$ cat src/rtl/pipe_pkg.sv
// Shared definitions for the MIPS pipeline stage registers: word width,
// NOP encoding, default reset PC and the per-cycle stage action decode.
package pipe_pkg;

    localparam int          WORD_W           = 32;
    localparam logic [31:0] NOP_INSTR        = 32'h0000_0000;
    localparam logic [31:0] DEFAULT_RESET_PC = 32'h0000_3000;

    typedef enum logic [2:0] {
        ACT_RESET  = 3'd0,
        ACT_FLUSH  = 3'd1,
        ACT_HOLD   = 3'd2,
        ACT_BUBBLE = 3'd3,
        ACT_LOAD   = 3'd4
    } stage_action_e;

    // Strict priority: reset > flush > stall > bubble > load.
    function automatic stage_action_e decode_action(
        input logic reset,
        input logic flush,
        input logic stall,
        input logic bubble
    );
        if (reset)       return ACT_RESET;
        else if (flush)  return ACT_FLUSH;
        else if (stall)  return ACT_HOLD;
        else if (bubble) return ACT_BUBBLE;
        else             return ACT_LOAD;
    endfunction

endpackage

$ cat src/rtl/sat_counter.sv
// Saturating up-counter: steps by one on inc_i, sticks at all-ones,
// clears only on synchronous reset.
module sat_counter #(
    parameter int W = 16
) (
    input  logic         clk,
    input  logic         reset,
    input  logic         inc_i,
    output logic [W-1:0] cnt_o
);

    logic [W-1:0] cnt_q;

    always_ff @(posedge clk) begin
        if (reset) begin
            cnt_q <= '0;
        end else if (inc_i && (cnt_q != {W{1'b1}})) begin
            cnt_q <= cnt_q + 1'b1;
        end
    end

    assign cnt_o = cnt_q;

endmodule

$ cat src/rtl/pipe_stage_reg.sv
// Generic inter-stage pipeline register (IR, PC, payload, valid) with
// hold/flush/bubble control and saturating hazard statistics counters.
module pipe_stage_reg
    import pipe_pkg::*;
#(
    parameter int          N_DATA   = 3,
    parameter logic [31:0] RESET_PC = DEFAULT_RESET_PC,
    parameter int          CNT_W    = 16
) (
    input  logic                     clk,
    input  logic                     reset,
    input  logic                     stall_i,
    input  logic                     flush_i,
    input  logic                     bubble_i,
    input  logic                     valid_i,
    input  logic [WORD_W-1:0]        ir_i,
    input  logic [WORD_W-1:0]        pc_i,
    input  logic [WORD_W*N_DATA-1:0] data_i,
    output logic                     valid_o,
    output logic [WORD_W-1:0]        ir_o,
    output logic [WORD_W-1:0]        pc_o,
    output logic [WORD_W-1:0]        pc4_o,
    output logic [WORD_W-1:0]        pc8_o,
    output logic [WORD_W*N_DATA-1:0] data_o,
    output logic [CNT_W-1:0]         hold_cnt_o,
    output logic [CNT_W-1:0]         bubble_cnt_o,
    output logic [CNT_W-1:0]         flush_cnt_o
);

    // Control semantics: no handshake; stall_i/flush_i/bubble_i are level
    // controls sampled every posedge and resolved by decode_action().
    stage_action_e action;

    logic                     valid_q;
    logic [WORD_W-1:0]        ir_q;
    logic [WORD_W-1:0]        pc_q;
    logic [WORD_W*N_DATA-1:0] data_q;

    logic hold_inc;
    logic bubble_inc;
    logic flush_inc;

    always_comb begin
        action = decode_action(reset, flush_i, stall_i, bubble_i);
    end

    // Instruction group: IR, payload and valid move together.
    always_ff @(posedge clk) begin
        case (action)
            ACT_RESET, ACT_FLUSH, ACT_BUBBLE: begin
                valid_q <= 1'b0;
                ir_q    <= NOP_INSTR;
                data_q  <= '0;
            end
            ACT_LOAD: begin
                valid_q <= valid_i;
                ir_q    <= ir_i;
                data_q  <= data_i;
            end
            default: begin
                valid_q <= valid_q;
                ir_q    <= ir_q;
                data_q  <= data_q;
            end
        endcase
    end

    // PC survives flush/bubble so a killed slot still reports a correct EPC.
    always_ff @(posedge clk) begin
        case (action)
            ACT_RESET:                        pc_q <= RESET_PC;
            ACT_FLUSH, ACT_BUBBLE, ACT_LOAD:  pc_q <= pc_i;
            default:                          pc_q <= pc_q;
        endcase
    end

    always_comb begin
        hold_inc   = (action == ACT_HOLD) && valid_q;
        bubble_inc = (action == ACT_BUBBLE);
        flush_inc  = (action == ACT_FLUSH);
    end

    sat_counter #(.W(CNT_W)) u_hold_cnt (
        .clk   (clk),
        .reset (reset),
        .inc_i (hold_inc),
        .cnt_o (hold_cnt_o)
    );

    sat_counter #(.W(CNT_W)) u_bubble_cnt (
        .clk   (clk),
        .reset (reset),
        .inc_i (bubble_inc),
        .cnt_o (bubble_cnt_o)
    );

    sat_counter #(.W(CNT_W)) u_flush_cnt (
        .clk   (clk),
        .reset (reset),
        .inc_i (flush_inc),
        .cnt_o (flush_cnt_o)
    );

    assign valid_o = valid_q;
    assign ir_o    = ir_q;
    assign pc_o    = pc_q;
    assign data_o  = data_q;
    assign pc4_o   = pc_q + 32'd4;
    assign pc8_o   = pc_q + 32'd8;

endmodule

$ cat config.mk
export PLATFORM = sky130hd
export DESIGN_NAME = pipe_stage_reg
export DESIGN_NICKNAME = d
export VERILOG_FILES = /design/src/rtl/pipe_pkg.sv /design/src/rtl/sat_counter.sv /design/src/rtl/pipe_stage_reg.sv
export SDC_FILE = /design/constraint.sdc
export NUM_CORES = 1
export LEC_CHECK = 0
export ABC_AREA = 0
export BUFFER_PORTS_ARGS = -buffer_cell sky130_fd_sc_hd__buf_2
export CAP_MARGIN = 40
export CORE_MARGIN = 2
export CORE_UTILIZATION = 35
export CTS_BUF_LIST = sky130_fd_sc_hd__clkbuf_4
export DETAILED_ROUTE_END_ITERATION = 7
export PLACE_DENSITY_LB_ADDON = 0.3
export SLEW_MARGIN = 20
export SYNTH_ARGS = -nofsm -noshare
export SYNTH_HDL_FRONTEND = slang
export SYNTH_SLANG_ARGS = --single-unit
$ cat constraint.sdc
create_clock -name clk -period 6.87 [get_ports clk]
set_input_delay 0 -clock clk [delete_from_list [all_inputs] [get_ports clk]]
set_output_delay 0 -clock clk [all_outputs]
set_load 0.01 [all_outputs]
==> results of run 1 <==
-- state kept, by name (all words and copies together) (netlist names) --
| register | flops |
|---|---|
| data_o | 96 |
| ir_o | 32 |
| pc_o | 32 |
| u_bubble_cnt.cnt_o | 16 |
| u_flush_cnt.cnt_o | 16 |
| u_hold_cnt.cnt_o | 16 |
| valid_o | 1 |
-- critical path, stage by stage (launching register included) --
cell and delay [ns]:
edfxtp_1 0.42, ha_1 0.25, nand3_1 0.25, nor4_4 0.84, nand3_1 0.23, xnor2_1 0.20, buf_2 0.16
-- cells in the final DEF, fill, tap and decap left out, types with 23 or more instances in the layout --
| master | count |
|---|---|
| buf_2 | 440 |
| dlygate4sd3_1 | 167 |
| and2_1 | 163 |
| edfxtp_1 | 161 |
| clkbuf_4 | 89 |
| dfxtp_1 | 48 |
| nand2_1 | 45 |
| nand3_1 | 38 |
| xnor2_1 | 33 |
| nand4_1 | 28 |
| nor2_1 | 28 |
| a21oi_1 | 28 |
| nor3_1 | 23 |
-- routing by layer --
| metal | vias up | wire length, µm |
|---|---|---|
| met1 | 4209 | 12400 |
| met4 | 0 | 1340 |
| met3 | 101 | 2780 |
| li1 | 4275 | - |
| met2 | 456 | 16100 |
| met5 | - | 0 |
-- area by class of cell --
| cell class | count | share of cell area [%] |
|---|---|---|
| Inverter | 10 | 0.259 |
| Sequential cell | 209 | 40.0 |
| Clock buffer | 89 | 4.61 |
| Antenna cell | 1 | 0.0173 |
| Multi-Input combinational cell | 552 | 24.4 |
| Timing Repair Buffer | 617 | 27.4 |
| Clock inverter | 12 | 0.440 |
| Tap cell | 341 | 2.94 |
-- kinds of logic (layout without fill, tap and decap cells) --
kind of cell | count (synthesis) | after routing
simple gates | 400 | 400
fa+ha+maj | 5 | 5
xor+xnor | 55 | 55
mux | 8 | 8
other cells | 0 | 1
flops | 209 | 209
compound gates | 84 | 84
buf+inv | 55 | 728
-- stage by stage --
step / cells / cell area [µm²]
after detailed placement: 1559 / 12100
after global placement: 1556 / 12000
after floorplan: 816 / 9540
final: 1831 / 14500
after CTS: 1827 / 14500
after global routing: 1831 / 14500
-- how the worst max path moves through the flow --
stage	from	end	slack, ns	depth (start not counted)
6_report	pc_o[3]	pc8_o[31]	3.85	6
5_1_grt	pc_o[3]	pc4_o[31]	3.57	6
3_3_place_gp	reset	ir_o[20]	4.29	5
2_1_floorplan	reset	data_o[0]	0.94	4
3_5_place_dp	reset	ir_o[8]	4.43	6
4_1_cts	pc_o[3]	pc8_o[19]	3.79	6
-- power by group --
group / switching (mW) / internal [mW] / total (mW)
sequential: 0.0522 / 1.42 / 1.47
clock: 0.544 / 0.591 / 1.13
combinational: 0.181 / 0.193 / 0.374
==> metrics.yaml, run 1 <==
sta:
  final-setup-viol-count: 0
  tns_ns: 0
  hold_viol: 0
  clock.fmax_mhz: 331
  fin_crit_ns: 3.02
  slew_headroom_pct: 42.5
  slew_viol_final: 0
  worst_hold_slack_ns: 0.122
  rsz0062_at_grt: "false"
  clock_skew_ns: 0.0286
  finalWorstSetupSlack_ns: 3.85
  final.period_utilization_pct: 44.0
  tightest_slew_ns: 0.855
synth:
  synth_cell_types: 51
  synth_seq_cells: 209
  synth_top_family_by_area: "simple AND/OR/NAND/NOR gates"
  synth.net_count: 987
  yosys.area_share.simple_pct: 24.6
  synth_edf_count: 161
  netlist_instances: 816
  yosys.area.top_type: "edfxtp_1"
  synth_xor_area_share_pct: 5.05
  syn_area_um2: 9540
  ys_async_sr_fraction_pct: 0
  synth_area_leaders: "edfxtp_1 (51%), and2_1 (11%), dfxtp_1 (10%)"
  yosys.area.top_type_share_pct: 50.7
  ys.flop_type: "edfxtp_1"
  yosysSeqAreaShare_pct: 60.7
  synth_most_common_cell: "and2_1"
  syn-mean-instance-area_um2: 11.7
  synth_compound_area_share_pct: 5.59
  ys_top_cells_by_count: "and2_1 (163), edfxtp_1 (161), dfxtp_1 (48)"
  synthAdderAreaFrac_pct: 0.656
  ys_warn_count: 0
  synthMuxAreaShare_pct: 0.905
global_routing:
  use_met1_pct: 25.5
  grt_overflow: 0
  use_met3_pct: 6.55
  gr-usage-met2_pct: 37.6
  grt_max_degree: 86
  grt_pass1_vias: 9234
  antenna_found_initial: 1
  grt_busiest_layer: "met2"
  grt_usage_pct: 22.1
  grt_pass1_wl_um: 49800
placement:
  dp_slack_ns: 4.43
  portBuffers: 438
  dp.final_hpwl_um: 21700
  place.gp.congestion: 0.871
power_and_ir_drop:
  ir_worst_vdd_mv: 0.142
  power_mw: 2.98
  power_density_nw_per_um2: 206
  p_leak_nw: 6.66
clocking:
  cts_resized: 0
  root_buffer: "clkbuf_4"
  clock_latency_ns: 0.68
  hold_buffers: 167
  clk_pin_slew_ns: 0.06
  cts_tree: "done"
  cts_made_buffers: 56
  cts_setup_buffers: 0
  cts_buffer_depth: 3
  cts_sinks: 209
  cts_max_level: 2
critical_path:
  r2r_cells: 5
  reg2reg_slack_ns: 4.54
  cp-end-kind: "output pin"
  worstSetupStartpointType: "register"
  cp.required_ns: 6.87
  worstSetupPathType: "register to output pin"
  r2r-start: "u_flush_cnt.cnt_o[6]"
  arrival_ns: 3.02
  worstPathMaxFanout: 15
  timing.rr.end: "u_flush_cnt.cnt_o[4]"
detailed_routing:
  drc_errors: 0
  drt-total-wl_um: 32600
  antenna_left: 0
  wire_per_inst_um: 17.8
  dr_total_vias: 9041
  vias_per_cell: 4.94
  firstDrtPassIters: 5
  drt_iter0_markers: 558
die:
  initial_core_util_pct: 35.5
  rows: 60
  die_y_um: 169
  io_pins: 439
  core-area_um2: 26900
  die_area_um2: 28600
  fp.dieW_um: 169
finish:
  drive_above_1_share_pct: 37.7
  nNetsFinal: 1617
  syn2layout_area_growth_pct: 52.0
  layout.area.seq_um2: 5800
  utilization_pct: 54.0
  fill_cells: 2337
  multiInputGateArea_um2: 3530
hold_path:
  hold_end: "data_o[10]"
  hold_path.class: "input port to register"
  hold_depth: 3
  min-delay-start: "data_i[10]"
run_status:
  outcome: "finished clean"
run:
  maxCapViolations: 0
(Power assumes the default switching activity.)
==> inputs of run 2 (changes only) <==
--- a/config.mk
+++ b/config.mk
@@ -5,7 +5,7 @@
 export SDC_FILE = /design/constraint.sdc
 export NUM_CORES = 1
 export LEC_CHECK = 0
-export ABC_AREA = 0
+export ABC_AREA = 1
 export BUFFER_PORTS_ARGS = -buffer_cell sky130_fd_sc_hd__buf_2
 export CAP_MARGIN = 40
 export CORE_MARGIN = 2
==> constraint.sdc (replaced) <==
create_clock -name clk -period 2.56 [get_ports clk]
set_input_delay 0 -clock clk [delete_from_list [all_inputs] [get_ports clk]]
set_output_delay 0 -clock clk [all_outputs]
set_load 0.01 [all_outputs]
==> run 2 against run 1 <==
Register-to-register slack got worse by 4.2 ns; flip-flop and latch count unchanged; global-route usage increased by 0.94 points; critical path depth increased by 1; cell area increased by 6.3%; highest routed layer unchanged.
==> metrics.yaml, run 2 <==
die:
  initial_core_util_pct: 35.7  # +0.17 points
  fp.dieW_um: 175  # +3.6%
  die_y_um: 175  # +3.6%
  die_area_um2: 30700  # +7.4%
  core-area_um2: 28800  # +7.1%
  rows: 62  # +3.3%
  io_pins: 439  # unchanged
finish:
  nNetsFinal: 2001  # +24%
  final_cells: 2247  # +23%
  final_cell_mix: "buf_2 (438), nor2_1 (252), inv_1 (227)"
  syn2layout_area_growth_pct: 50.2
  largest_register_ffs: 96  # unchanged
  drive_above_1_share_pct: 32.8  # -4.8 points
  final_common_cell: "buf_2"
  fin_area_um2: 15400  # +6.3%
synth:
  netlist_instances: 1172  # +44%
  yosys.area.top_type_share_pct: 47.1  # -3.6 points
  synth_top_family_by_area: "simple AND/OR/NAND/NOR gates"
  synthMuxAreaShare_pct: 0  # -0.90 points
  syn-mean-instance-area_um2: 8.76  # -25%
  ys.flop_type: "edfxtp_1"
  yosysSeqAreaShare_pct: 56.4  # -4.3 points
  ys_top_cells_by_count: "nor2_1 (257), inv_1 (227), nand2_1 (209)"
  yosys.area.top_type: "edfxtp_1"
  ys_warn_count: 0  # unchanged
  synth_edf_count: 161  # unchanged
  yosys.area_share.simple_pct: 24.0  # -0.60 points
  ys_async_sr_fraction_pct: 0  # unchanged
  synth_xor_area_share_pct: 5.80  # +0.75 points
  synth_seq_cells: 209  # unchanged
  syn_area_um2: 10300  # +7.6%
  synth_cell_types: 31  # -39%
  synth.net_count: 1343  # +36%
  synth_compound_area_share_pct: 2.67  # -2.9 points
  synthAdderAreaFrac_pct: 0.609  # -0.046 points
  synth_most_common_cell: "nor2_1"
  synth_area_leaders: "edfxtp_1 (47%), nor2_1 (9.4%), dfxtp_1 (9.4%)"
detailed_routing:
  drc_errors: 0  # unchanged
  firstDrtPassIters: 5  # unchanged
  met3_length_um: 2840  # +2.3%
  routedLengthMet1_um: 13800  # +12%
  wire_per_inst_um: 16.4  # -8.1%
  wl_met2_um: 18400  # +14%
  antenna_left: 0  # unchanged
  dr_total_vias: 10200  # +13%
  drt_iter0_markers: 690  # +24%
  vias_per_cell: 4.56  # -7.7%
  top_layer: "met4"
  drt-total-wl_um: 36800  # +13%
critical_path:
  critPathLaunch: "pc_o[3]"
  worstSetupStartpointType: "register"
  cp.required_ns: 2.56  # -4.31 ns
  worstPathMaxFanout: 4  # -11
  cp-end-kind: "output pin"
  r2r-start: "u_bubble_cnt.cnt_o[0]"
  arrival_ns: 2.43  # -0.59 ns
  worstSetupPathType: "register to output pin"
sta:
  rsz0062_at_grt: "true"
  slew_viol_final: 0  # unchanged
  slew_headroom_pct: 56.3  # +14 points
  clock.fmax_mhz: 411
  final-setup-viol-count: 0  # unchanged
  tightest_slew_ns: 0.656  # -0.200 ns
  fin_crit_ns: 2.43
  final.period_utilization_pct: 95.1
  clock_skew_ns: 0.0511  # +0.0225 ns
  finalWorstSetupSlack_ns: 0.125  # -3.72 ns
  tns_ns: 0  # unchanged
  hold_viol: 0  # unchanged
clocking:
  cts_sinks: 209  # unchanged
  root_buffer: "clkbuf_4"
  cts_tree: "done"
  cts_made_buffers: 58  # +3.6%
  cts_max_level: 2  # unchanged
  clock_latency_ns: 0.70  # +0.02 ns
  cts_buffer_depth: 3  # unchanged
  clk_pin_slew_ns: 0.06  # about the same
global_routing:
  grt_max_degree: 62  # -28%
  antenna_found_initial: 1  # unchanged
  grt_pass1_wl_um: 55600  # +12%
  grt_pass1_vias: 10100  # +9.8%
  grt_usage_pct: 23.1  # +0.94 points
  grt_overflow: 0  # unchanged
placement:
  place.gp.congestion: 1.02  # +18%
  dp_slack_ns: 0.671  # -3.76 ns
  dpl_cell_area_um2: 12900  # +6.8%
  portBuffers: 438  # unchanged
  dp.final_hpwl_um: 25300  # +17%
  dp.cells: 1973  # +27%
hold_path:
  hold_path.class: "input port to register"
  min-delay-start: "pc_i[12]"
power_and_ir_drop:
  ir_worst_vdd_mv: 0.435  # +210%
  power_density_nw_per_um2: 527  # +160%
  p_leak_nw: 7.93  # +19%
run_status:
  outcome: "finished clean"
run:
  maxCapViolations: 0  # unchanged
run 2: changes by cell type after synthesis, sizes merged, moves of 13 or more:
cell | previous run | this run
nor2 | 28 | 278
inv | 10 | 235
nand2 | 45 | 220
and2 | 163 | 0
xor2 | 22 | 56
clkbuf | 35 | 5
xnor2 | 33 | 12
buf | 10 | 27
nor3 | 23 | 8
or3 | 13 | 0
run 2: power breakdown:
part	switching (mW)	internal (mW)	total (mW)
clock	1.46	1.58	3.04
combinational	0.620	0.542	1.16
sequential	0.113	3.81	3.92
total	2.19	5.93	8.12
run 2: critical path, stage by stage (launching register included):
cell	delay, ns
edfxtp_1	0.37
ha_2	0.22
nand2_1	0.20
nor2_4	0.20
nand2_2	0.13
nor3_2	0.21
xor2_1	0.23
buf_2	0.18
run 2: path summary, 6_finish.rpt:
kind | cells after the start | endpoint | slack [ns]
worst max-delay path | 7 | pc4_o[25] | 0.13
worst min-delay path | 3 | pc_o[12] | 0.13
worst max register to register | 8 | u_bubble_cnt.cnt_o[14] | 0.34
worst min register to register | 2 | u_hold_cnt.cnt_o[3] | 0.51
run 2: per-layer routing:
layer  up-vias  track usage [%]
met5         -                0
met4         0             10.5
met3       114             6.34
met2       459             41.0
met1      4718             25.6
li1       4954                -
run 2: logic make-up (layout without fill, tap and decap cells):
| family | after synthesis | count (layout) |
|---|---|---|
| other cells | 0 | 2 |
| simple gates | 572 | 572 |
| flops | 209 | 209 |
| buf+inv | 267 | 956 |
| compound gates | 51 | 51 |
| fa+ha+maj | 5 | 5 |
| xor+xnor | 68 | 68 |
run 2: what timing repair did:
action	CTS	global route
gates cloned	0	0
buffers inserted	2	12
endpoints found under the hold margin	209	0
pin swaps	0	1
setup endpoints to repair	7	11
hold buffers	167	0
gates resized for setup	2	9
run 2: area by class of cell:
type / count / area (µm²)
clock buffer: 84 / 631
clock inverter: 7 / 62.6
sequential: 209 / 5800
antenna: 2 / 5.00
timing repair buffer: 630 / 4100
multi-input combinational: 696 / 3460
fill: 2570 / 13400
tap: 384 / 480
inverter: 235 / 882
run 2: per-stage QoR:
stage / power [mW] / utilization, % / hold slack [ns]
2_1_floorplan: 4.39 / - / 0.181
3_3_place_gp: 4.89 / 44.8 / 0.272
3_5_place_dp: 4.90 / 44.8 / 0.271
4_1_cts: 8.17 / 53.1 / 0.0564
5_1_grt: 8.49 / 53.6 / 0.0855
6_report: 8.12 / 53.6 / 0.134
==> inputs of run 3 (changes only) <==
==> constraint.sdc (replaced) <==
create_clock -name clk -period 2.56 [get_ports clk]
set_input_delay 0.512 -clock clk [delete_from_list [all_inputs] [get_ports clk]]
set_output_delay 0.512 -clock clk [all_outputs]
set_load 0.01 [all_outputs]
==> run 3 against run 2 <==
The flow now finishes with violations (setup timing); flip-flop and latch count stayed put; critical path depth unchanged; cell count fell by 4.2%; sequential power about the same; setup slack got worse by 0.34 ns; clock power hardly changed.
==> metrics.yaml, run 3 (synthesis gave the netlist of run 2 again) <==
finish:
  nNetsFinal: 1893  # -5.4%
  syn2layout_area_growth_pct: 44.2
  final_cell_mix: "buf_2 (437), nor2_1 (226), inv_1 (220)"
  fin_area_um2: 14800  # -4.0%
  drive_above_1_share_pct: 42.5  # +9.6 points
  largest_register_ffs: 96  # unchanged
  final_cells: 2152  # -4.2%
  final_common_cell: "buf_2"
  utilization_pct: 51.5  # -2.1 points
detailed_routing:
  drc_errors: 0  # unchanged
  drt_iter0_markers: 571  # -17%
  drt-total-wl_um: 34600  # -6.1%
  wire_per_inst_um: 16.1  # -1.9%
  dr_total_vias: 9700  # -5.3%
  antenna_left: 0  # unchanged
  firstDrtPassIters: 6  # +1
  vias_per_cell: 4.51  # -1.1%
placement:
  dp_slack_ns: 0.158  # -0.513 ns
  dp.final_hpwl_um: 26000  # +2.6%
  dpl_cell_area_um2: 13000  # +0.39%
  portBuffers: 438  # unchanged
  place.gp.congestion: 0.979  # -4.4%
  dp.cells: 1978  # +0.25%
global_routing:
  grt_pass1_vias: 9005  # -11%
  antenna_found_initial: 2  # +1
  grt_max_degree: 81  # +31%
  grt_pass1_wl_um: 50100  # -10%
  grt_overflow: 0  # unchanged
  grt_usage_pct: 20.9  # -2.1 points
power_and_ir_drop:
  power_mw: 8.06  # -0.83%
  p_leak_nw: 7.90  # -0.31%
  ir_worst_vdd_mv: 0.367  # -16%
  power_density_nw_per_um2: 544  # +3.3%
sta:
  final-setup-viol-count: 39  # +39
  tns_ns: -3.66  # -3.66 ns
  clock.fmax_mhz: 360  # -12%
  hold_viol: 0  # unchanged
  clock_skew_ns: 0.0269  # -0.0242 ns
  slew_headroom_pct: 59.5  # +3.2 points
  tightest_slew_ns: 0.608  # -0.0483 ns
  worst_hold_slack_ns: 0.127  # -0.00685 ns
  finalWorstSetupSlack_ns: -0.217  # -0.342 ns
  slew_viol_final: 0  # unchanged
  rsz0062_at_grt: "true"
  final.period_utilization_pct: 108  # +13 points
  fin_crit_ns: 2.78  # +0.342 ns
clocking:
  clock_latency_ns: 0.68  # -0.02 ns
  hold_buffers: 0  # -100%
  cts_made_buffers: 59  # +1.7%
  cts_sinks: 209  # unchanged
  cts_max_level: 2  # unchanged
  cts_buffer_depth: 3  # unchanged
  root_buffer: "clkbuf_4"
  clk_pin_slew_ns: 0.07  # about the same
  cts_tree: "done"
critical_path:
  worstSetupPathType: "register to output pin"
  worstPathMaxFanout: 4  # unchanged
  arrival_ns: 2.26  # -0.17 ns
  r2r-start: "u_bubble_cnt.cnt_o[0]"
  cp.required_ns: 2.05  # -0.51 ns
  cp-end-kind: "output pin"
  worstSetupStartpointType: "register"
  critPathLaunch: "pc_o[16]"
hold_path:
  hold_path.class: "input port to register"
  min-delay-start: "data_i[80]"
die:
  rows: 62  # unchanged
  fp.dieW_um: 175  # unchanged
  die_y_um: 175  # unchanged
  core-area_um2: 28800  # unchanged
  initial_core_util_pct: 35.7  # unchanged
  io_pins: 439  # unchanged
  die_area_um2: 30700  # unchanged
run:
  maxCapViolations: 0  # unchanged
run_status:
  violations: "setup timing"
  outcome: "complete, but fails checks"
-- run 3: worst max-delay path: stages, from the launching register on --
cell	delay, ns
edfxtp_1	0.50
nand2_4	0.11
nor3_4	0.20
buf_4	0.15
nand3b_1	0.15
nor2_4	0.15
xor2_1	0.17
buf_2	0.16
-- run 3: cell type report --
type | instances | area, µm²
Fill cell | 2712 | 14000
Multi-Input combinational cell | 696 | 3970
Tap cell | 384 | 480
Clock inverter | 14 | 68.8
Timing Repair Buffer | 521 | 2910
Inverter | 235 | 892
Clock buffer | 91 | 683
Sequential cell | 209 | 5800
Antenna cell | 2 | 5.00
-- run 3: worst paths after layout --
check                           to  slack (ns)  cells after the start
max reg2reg  u_bubble_cnt.cnt_o[7]        0.69                      7
max                      pc4_o[20]       -0.22                      7
min reg2reg    u_hold_cnt.cnt_o[3]        0.52                      2
min                     data_o[80]        0.13                      3
-- run 3: routing by layer --
metal  vias to the layer above  global-route usage (%)  wire length (µm)
met5                         -                       0                 0
met4                         0                    8.37              1370
met3                        93                    4.52              2550
met2                       407                    36.2             17200
met1                      4457                    25.4             13500
li1                       4743                       -                 -
-- run 3: report_power, final --
part / total [mW] / internal (mW) / switching (mW) / leakage, nW
logic: 1.10 / 0.460 / 0.642 / 5.22
registers: 3.90 / 3.81 / 0.0901 / 2.23
clock network: 3.05 / 1.62 / 1.44 / 0.450
-- run 3: what timing repair did --
action | 4_1_cts | 5_1_grt
endpoints found under the setup margin | 51 | 52
pin swaps | 35 | 43
resized for setup | 80 | 61
buffers inserted | 40 | 27
endpoints found under the hold margin | 0 | 0
